==> src/rtl/hw_phase_timer.sv <==
// Phase-duration timer for the highway light controller.
// Loads a per-phase duration when the controller's state code changes, counts it
// down in seconds from a clock prescaler, and pulses time_out once on expiry.
module hw_phase_timer #(
    parameter int unsigned CLK_DIV  = 50000000,
    parameter int unsigned T_GREEN  = 25,
    parameter int unsigned T_YELLOW = 4
) (
    input  logic       clk,
    input  logic       rst_n,
    input  logic [1:0] state_hw,
    input  logic       pause,
    output logic       time_out,
    output logic [7:0] sec_left,
    output logic       tick
);

    localparam int unsigned DivW = (CLK_DIV > 1) ? $clog2(CLK_DIV) : 1;

    localparam logic [DivW-1:0] DivLast  = DivW'(CLK_DIV - 1);
    localparam logic [7:0]      DurGreen = 8'(T_GREEN);
    localparam logic [7:0]      DurYellow = 8'(T_YELLOW);

    // Controller phase codes
    localparam logic [1:0] CodeRed    = 2'b00;
    localparam logic [1:0] CodeGreen  = 2'b01;
    localparam logic [1:0] CodeYellow = 2'b10;
    localparam logic [1:0] CodeIdle   = 2'b11;

    logic [1:0]      state_q, state_d;
    logic [DivW-1:0] div_cnt_q, div_cnt_d;
    logic [7:0]      sec_left_q, sec_left_d;
    logic            expired_q, expired_d;
    logic            time_out_q, time_out_d;
    logic            tick_q, tick_d;

    logic            phase_change;
    logic            timed_phase;
    logic            div_wrap;
    logic [7:0]      load_val;

    assign phase_change = (state_hw != state_q);
    assign timed_phase  = (state_q == CodeGreen) || (state_q == CodeYellow);
    assign div_wrap     = (div_cnt_q == DivLast);

    // Duration selected by the incoming phase code
    always_comb begin
        load_val = 8'd0;
        unique case (state_hw)
            CodeGreen:  load_val = DurGreen;
            CodeYellow: load_val = DurYellow;
            CodeRed,
            CodeIdle:   load_val = 8'd0;
            default:    load_val = 8'd0;
        endcase
    end

    // Next-state logic: phase change beats pause and tick; pulses default low
    always_comb begin
        state_d    = state_q;
        div_cnt_d  = div_cnt_q;
        sec_left_d = sec_left_q;
        expired_d  = expired_q;
        time_out_d = 1'b0;
        tick_d     = 1'b0;

        if (phase_change) begin
            state_d    = state_hw;
            div_cnt_d  = '0;
            sec_left_d = load_val;
            expired_d  = 1'b0;
        end else if (timed_phase) begin
            if (!expired_q && !pause) begin
                if (div_wrap) begin
                    div_cnt_d = '0;
                    tick_d    = 1'b1;
                    if (sec_left_q > 8'd1) begin
                        sec_left_d = sec_left_q - 8'd1;
                    end else begin
                        // Covers a loaded duration of 0: expires on the first tick
                        sec_left_d = 8'd0;
                        time_out_d = 1'b1;
                        expired_d  = 1'b1;
                    end
                end else begin
                    div_cnt_d = div_cnt_q + 1'b1;
                end
            end
        end else begin
            div_cnt_d  = '0;
            sec_left_d = 8'd0;
        end
    end

    // State register; idle code after reset avoids a spurious load
    always_ff @(posedge clk or negedge rst_n) begin
        if (!rst_n) begin
            state_q    <= CodeIdle;
            div_cnt_q  <= '0;
            sec_left_q <= 8'd0;
            expired_q  <= 1'b0;
            time_out_q <= 1'b0;
            tick_q     <= 1'b0;
        end else begin
            state_q    <= state_d;
            div_cnt_q  <= div_cnt_d;
            sec_left_q <= sec_left_d;
            expired_q  <= expired_d;
            time_out_q <= time_out_d;
            tick_q     <= tick_d;
        end
    end

    assign time_out = time_out_q;
    assign sec_left = sec_left_q;
    assign tick     = tick_q;

endmodule

==> config.mk <==
export PLATFORM = sky130hd
export DESIGN_NAME = hw_phase_timer
export DESIGN_NICKNAME = d
export VERILOG_FILES = /design/src/rtl/hw_phase_timer.sv
export SDC_FILE = /design/constraint.sdc
export NUM_CORES = 1
export LEC_CHECK = 0
export ABC_AREA = 1
export BUFFER_PORTS_ARGS = -buffer_cell sky130_fd_sc_hd__buf_2
export CAP_MARGIN = 0
export CELL_PAD_IN_SITES_DETAIL_PLACEMENT = 1
export CELL_PAD_IN_SITES_GLOBAL_PLACEMENT = 1
export CORE_MARGIN = 3
export CORE_UTILIZATION = 35
export CTS_CLUSTER_SIZE = 16
export DETAILED_ROUTE_END_ITERATION = 8
export PLACE_DENSITY = 0.7
export SLEW_MARGIN = 40
export SYNTH_ARGS = -nofsm -noshare
export SYNTH_HDL_FRONTEND = slang
export SYNTH_SLANG_ARGS = --single-unit
==> constraint.sdc <==
create_clock -name clk -period 3.5 [get_ports clk]
set_input_delay 0.525 -clock clk [delete_from_list [all_inputs] [get_ports clk]]
set_output_delay 0.525 -clock clk [all_outputs]
set_load 0.01 [all_outputs]
# Word-level counts from Yosys, hierarchy flattened
# Cells that the tools add are included.
dict set report op_classes {
  eq_ne 10
  n_addsub 2
  n_reduce_logical 11
  n_mux 24
  n_lt_le_gt_ge 1
}
# operator count
set ops {}
lappend ops {{$mux W26} 4}
lappend ops {{$mux W8} 5}
lappend ops {{$add A26 B1 Y26 const B} 1}
lappend ops {{$eq A26 B26 Y1 const B} 1}
lappend ops {{$pmux W8 S3} 1}
lappend ops {{$mux W1} 14}
lappend ops {{$gt A8 B1 Y1 const B} 1}
lappend ops {{$sub A8 B1 Y8 const B} 1}
lappend ops {{$eq A2 B2 Y1 const B} 3}
lappend ops {{$ne A3 B2 Y1 const B} 2}
lappend ops {{$reduce_bool A2 Y1} 3}
lappend ops {{$eq A2 B1 Y1 const B} 2}
lappend ops {{$reduce_and A4 Y1} 1}
lappend ops {{$logic_not A1 Y1} 2}
lappend ops {{$logic_not A2 Y1} 1}
lappend ops {{$ne A2 B2 Y1} 1}
lappend ops {{$ne A2 B2 Y1 const B} 1}
lappend ops {{$reduce_and A2 Y1} 1}
lappend ops {{$reduce_or A2 Y1} 1}
lappend ops {{$logic_and A1 B1 Y1} 1}
lappend ops {{$logic_or A1 B1 Y1} 1}
dict set report totals {
  elab_cells 54
  input_bits 5
  reg_bits 39
}

# Depth between registers and ports, before layout
dict set report logic_depth {
  depth_word 6
  ltp_mapped 11
  depth_no_buf 11
}

# Worst setup path after synthesis
# No wires, ideal clock.
dict set report synth_path {
  path_type {register to register}
  start {register sec_left_q[0], in the netlist sec_left[0]}
  end {register sec_left_q[1], in the netlist sec_left[1]}
  slack_ps 1964
  setup_time_ps 74
  path_stages_with_launch 9
  period_less_slack_ps 1536
  path_buffers 0
  arrival_time_ps 1462
  path_cell_list {dfrtp_1 -> inv_1 -> ha_1 -> o21ai_0 -> nor2_1 -> inv_1 -> nand2_1 -> or2_0 -> o21ai_2}
}
dict set report synth_between {
  elab_chain_cells 6
}
# item line_no
set synth_rtl {}
lappend synth_rtl {{from (decl)} 32} ;# logic [7:0] sec_left_q, sec_left_d;
lappend synth_rtl {{from (signal assigned)} 107} ;# sec_left_q <= sec_left_d;
lappend synth_rtl {{$sub A8 B1 Y8 / $gt A8 B1 Y1 (equally long branches)} {78, 77}}
lappend synth_rtl {{$mux W8 (*)} 77} ;# if (sec_left_q > 8'd1) begin
lappend synth_rtl {{$mux W8 (*)} 74} ;# if (div_wrap) begin
lappend synth_rtl {{$mux W8 (*)} 73} ;# if (!expired_q && !pause) begin
lappend synth_rtl {{$mux W8 (*)} 72} ;# end else if (timed_phase) begin
lappend synth_rtl {{$mux W8 (*)} 67} ;# if (phase_change) begin
# Every way passes the cells marked *; elsewhere a longest branch is shown, timed or not. The select of a mux whose other input is x is not followed.
# A chain may end at the register's enable or synchronous reset.

# Final worst setup path
dict set report layout_path {
  start {register state_q[1]}
  end {register div_cnt_q[4]}
}
dict set report layout_between {
  elab_chain_cells 4
}
# item line_no
set layout_rtl {}
lappend layout_rtl {{from (decl)} 30} ;# logic [1:0] state_q, state_d;
lappend layout_rtl {{from (signal assigned)} 98} ;# state_q <= CodeIdle;
lappend layout_rtl {{from (signal assigned)} 105} ;# state_q <= state_d;
lappend layout_rtl {{$eq A2 B1 Y1 / $eq A2 B2 Y1 (equally long branches)} 43} ;# assign timed_phase = (state_q == CodeGreen) || (state_q == CodeYellow);
lappend layout_rtl {{$logic_or A1 B1 Y1} 43}
lappend layout_rtl {{$mux W26} 72}
lappend layout_rtl {{$mux W26} 67}
lappend layout_rtl {{to (signal assigned)} 106} ;# div_cnt_q <= div_cnt_d;
lappend layout_rtl {{to (decl)} 31} ;# logic [DivW-1:0] div_cnt_q, div_cnt_d;
# Several ways; a longest one is shown, not always the timed one.

==> impl_metrics.tcl <==
set metrics [dict create \
    regToRegEndpoint "div_cnt_q[4]" \
    cp.arrival_ps 2220 \
    crit_path_frequent_cell "sky130_fd_sc_hd__nand2_1" \
    worst_setup_hold_path_clk_slew_ps 90 \
    number_of_global_route_vias_before_repair 2246 \
    grt_setup_unrepaired "false" \
    drt_drc_violations_left 0 \
    die_y_microns 89.64 \
    cts_sinks 39 \
    status "complete, no violations" \
    root_buffer_selected_by_cts "sky130_fd_sc_hd__clkbuf_8" \
    pin_count 15 \
    clock_tree_from_tritoncts "yes" \
    setup.worst_path.class "reg2reg" \
    finish.utilization 0.4075 \
    synth.avg_cell_area_sq_um 7.266 \
    synth.yosys.warnings 0 \
    hold_viol_final 0 \
    net_count_after_synthesis 345 \
    setup.worst_path.end_class "flip-flop" \
    mostFrequentLayoutCell "sky130_fd_sc_hd__nand2_1" \
    insertedDiodeCount 0 \
    seq_power_share 0.502 \
    async_flop_share 1.000 \
    regArea_sq_um 978.4 \
    worst_setup_path_endpoint "div_cnt_q[4]" \
    num-nets-final 361 \
    post-route-cell-area_sq_mm 0.002676 \
    grt.total_usage 0.1790 \
    critPathRequiredTime_ps 3730 \
    timing_worst_slew_pin_value_ps 530.5 \
    layout_common_cells "sky130_fd_sc_hd__nand2_1 (84), sky130_fd_sc_hd__nor2_1 (49), sky130_fd_sc_hd__inv_1 (45)" \
    core_sq_mm 0.006568 \
    gp_routability_congestion 0.8767 \
    syn_to_final_growth_pct 9.300 \
    placed_area_sq_mm 0.002584 \
    ant_nets 0 \
    syn_area_sq_mm 0.002449 \
    grt_start_max_net_pins 40 \
    worst_setup_path_startpoint "state_q[1]" \
    critical_path_depth 8 \
    postSynthRegisterBits 39 \
    drive_gt1_frac 0.1497 \
    vias 2182 \
    vias_per_cell 4.881 \
    totalPowerFinal_uw 938.0 \
    setup_total_negative_slack_ps 0 \
    fillCellCount 842 \
    cts_max_path_buffers 2 \
    power_frac_comb 0.148 \
    first_pass_grt_wire_length_mm 10.94 \
    drt_iter0_markers 72 \
    synth_cell_types 36 \
    max_freq_mhz 502.3 \
    floorplan.rows 29 \
    die_x_microns 89.64 \
    r2r-start "state_q[1]" \
    fin_crit_sh 0.5688 \
    post_cts.resized_instances 0 \
    ctsHtreeMaxLevel 2 \
    floorplan.die_area_sq_mm 0.008035 \
    power_switching_share 0.3110 \
    drv_cap 0 \
    initial_core_util 0.3728 \
    peakVddDrop_uv 159.7 \
    drt_first_pass_iters 4 \
    synth_enable_flop_cells 0 \
    cts-buffers-inserted 5 \
    power.density_cell_area_mw_per_mm2 350.5 \
    number_of_standard_cells_in_the_layout_taps_in_and_fillers_out 447 \
    r2r.worst_path.cells 8 \
    power.switching_uw 291.7 \
    final_setup_violation_count 0 \
    pwr-share-clk 0.350 \
    grt_antenna_before_repair 0 \
    ctsHoldBuffers 0 \
    relSlewSlack 0.6463 \
    gate_count_post_synth 337 \
    final-max-slew-violation-count 0 \
    critical_path.max_stage_delay_ps 580 \
    crit_path_cell_trace "nand2_1, nand2_1, nand4_2, inv_1, nor2_1, nand2_1, nand2_1, a21oi_1" \
    routed_wirelength_mm 6.314 \
    worst_hold_path_type "in2async" \
    grt_overflow_total 0 \
    layout_min_cycle_time_ps 1991 \
    clk_latency_ps 310 \
    yosysSeqAreaShare 0.3996 \
    timing.critical_path.max_delay_family "simple AND/OR/NAND/NOR gates" \
    power.leakage_nw 1.214 \
    most_frequently_used_flop_master_after_synthesis "sky130_fd_sc_hd__dfrtp_1" \
    placed_cells_incl_taps 439 \
    finClkSkew_ps 11.25 \
    setup.worst_path.start_class "flip-flop" \
    buffer_ports.inserted 14 \
    dp_hpwl_mm 4.769 \
    power_report.internal_total_uw 646.3 \
    path_max_fanout 13 \
    avgRoutedWirePerCell_microns 14.13 \
    regToRegSetupSlack_ps 1510 \
    multi_input_area_sq_mm 0.001227 \
    post_cts_buffers 0 \
    critPathBufInv 1 \
    critPathSlowestCell "sky130_fd_sc_hd__dfstp_2" \
]
==> metrics by stage <==
| step | hold slack [ps] | worst slack [ps] |
|---|---|---|
| 6_report | 176.4 | 1509 |
| 5_1_grt | 215.1 | 1315 |
| 4_1_cts | 206.1 | 1515 |
| 3_5_place_dp | 518.1 | 1340 |
| 3_3_place_gp | 509.1 | 1381 |
| 2_1_floorplan | 229.4 | 1964 |
==> worst min path at each step <==
stage                 startpoint      endpoint  slack [ps]  cells past startpoint
finish                     rst_n      time_out         180                      1
floorplan                  rst_n  div_cnt_q[0]         230                      0
global route               rst_n      time_out         220                      1
global placement    div_cnt_q[1]  div_cnt_q[1]         510                      2
detailed placement  div_cnt_q[1]  div_cnt_q[1]         520                      2
CTS                        rst_n      time_out         210                      1
==> power by group through the flow <==
stage	Clock [mW]	Combinational [mW]	Sequential [mW]
after global placement	0	0.138	0.479
after detailed placement	0	0.141	0.479
after global routing	0.359	0.161	0.473
final	0.328	0.139	0.471
after floorplan	0	0.0983	0.482
after CTS	0.338	0.142	0.471
==> worst register-to-register path: stages (launching register included) <==
cell and delay, ps:
sky130_fd_sc_hd__dfstp_2 580, sky130_fd_sc_hd__nand2_1 80, sky130_fd_sc_hd__nand2_1 100, sky130_fd_sc_hd__nand4_2 390, sky130_fd_sc_hd__inv_1 360, sky130_fd_sc_hd__nor2_1 140, sky130_fd_sc_hd__nand2_1 80, sky130_fd_sc_hd__nand2_1 50
sky130_fd_sc_hd__a21oi_1 150
==> flip-flops by register name (all words and copies together), names as in the netlist <==
| register | count |
|---|---|
| time_out | 1 |
| div_cnt_q | 26 |
| sec_left | 8 |
| state_q | 2 |
| tick | 1 |
| expired_q | 1 |
==> area by class of cell <==
class / instances / share of cell area
Inverter: 49 / 0.07059
Multi-Input combinational cell: 244 / 0.4586
Sequential cell: 39 / 0.3656
Tap cell: 93 / 0.04348
Timing Repair Buffer: 14 / 0.02712
Clock buffer: 5 / 0.02571
Clock inverter: 3 / 0.008883
==> cell families after synthesis <==
kind of cell             synth area share
flip-flops                         0.3996
buffers and inverters             0.09913
AO/OA/AOI/OAI                     0.08533
AND/OR/NAND/NOR                    0.3761
adder cells (fa/ha/maj)           0.01533
XOR/XNOR                          0.02453
==> routing by layer <==
metal  global-route usage  routed length (microns)  vias up
li1                     -                        -     1099
met2               0.2719                     2744       21
met1               0.2620                     3328     1055
met4              0.05277                       79        0
met3              0.02737                      162        7
met5                    0                        0        -
==> Yosys cell counts, drive strengths merged, types with 2 or more instances <==
| master | n | area, sq um |
|---|---|---|
| nand2 | 91 | 369.1 |
| nor2 | 55 | 231.5 |
| inv | 48 | 185.2 |
| dfrtp | 37 | 925.9 |
| o21ai | 25 | 147.6 |
| nand3 | 23 | 115.1 |
| nor3 | 13 | 91.34 |
| nand4 | 11 | 75.07 |
| a21oi | 10 | 53.80 |
| buf | 3 | 46.29 |
| ha | 3 | 37.54 |
| xnor2 | 3 | 33.79 |
| xor2 | 3 | 26.28 |
| clkbuf | 2 | 7.510 |
| dfstp | 2 | 52.55 |
| nor4 | 2 | 12.51 |
(Power assumes the default switching activity.)
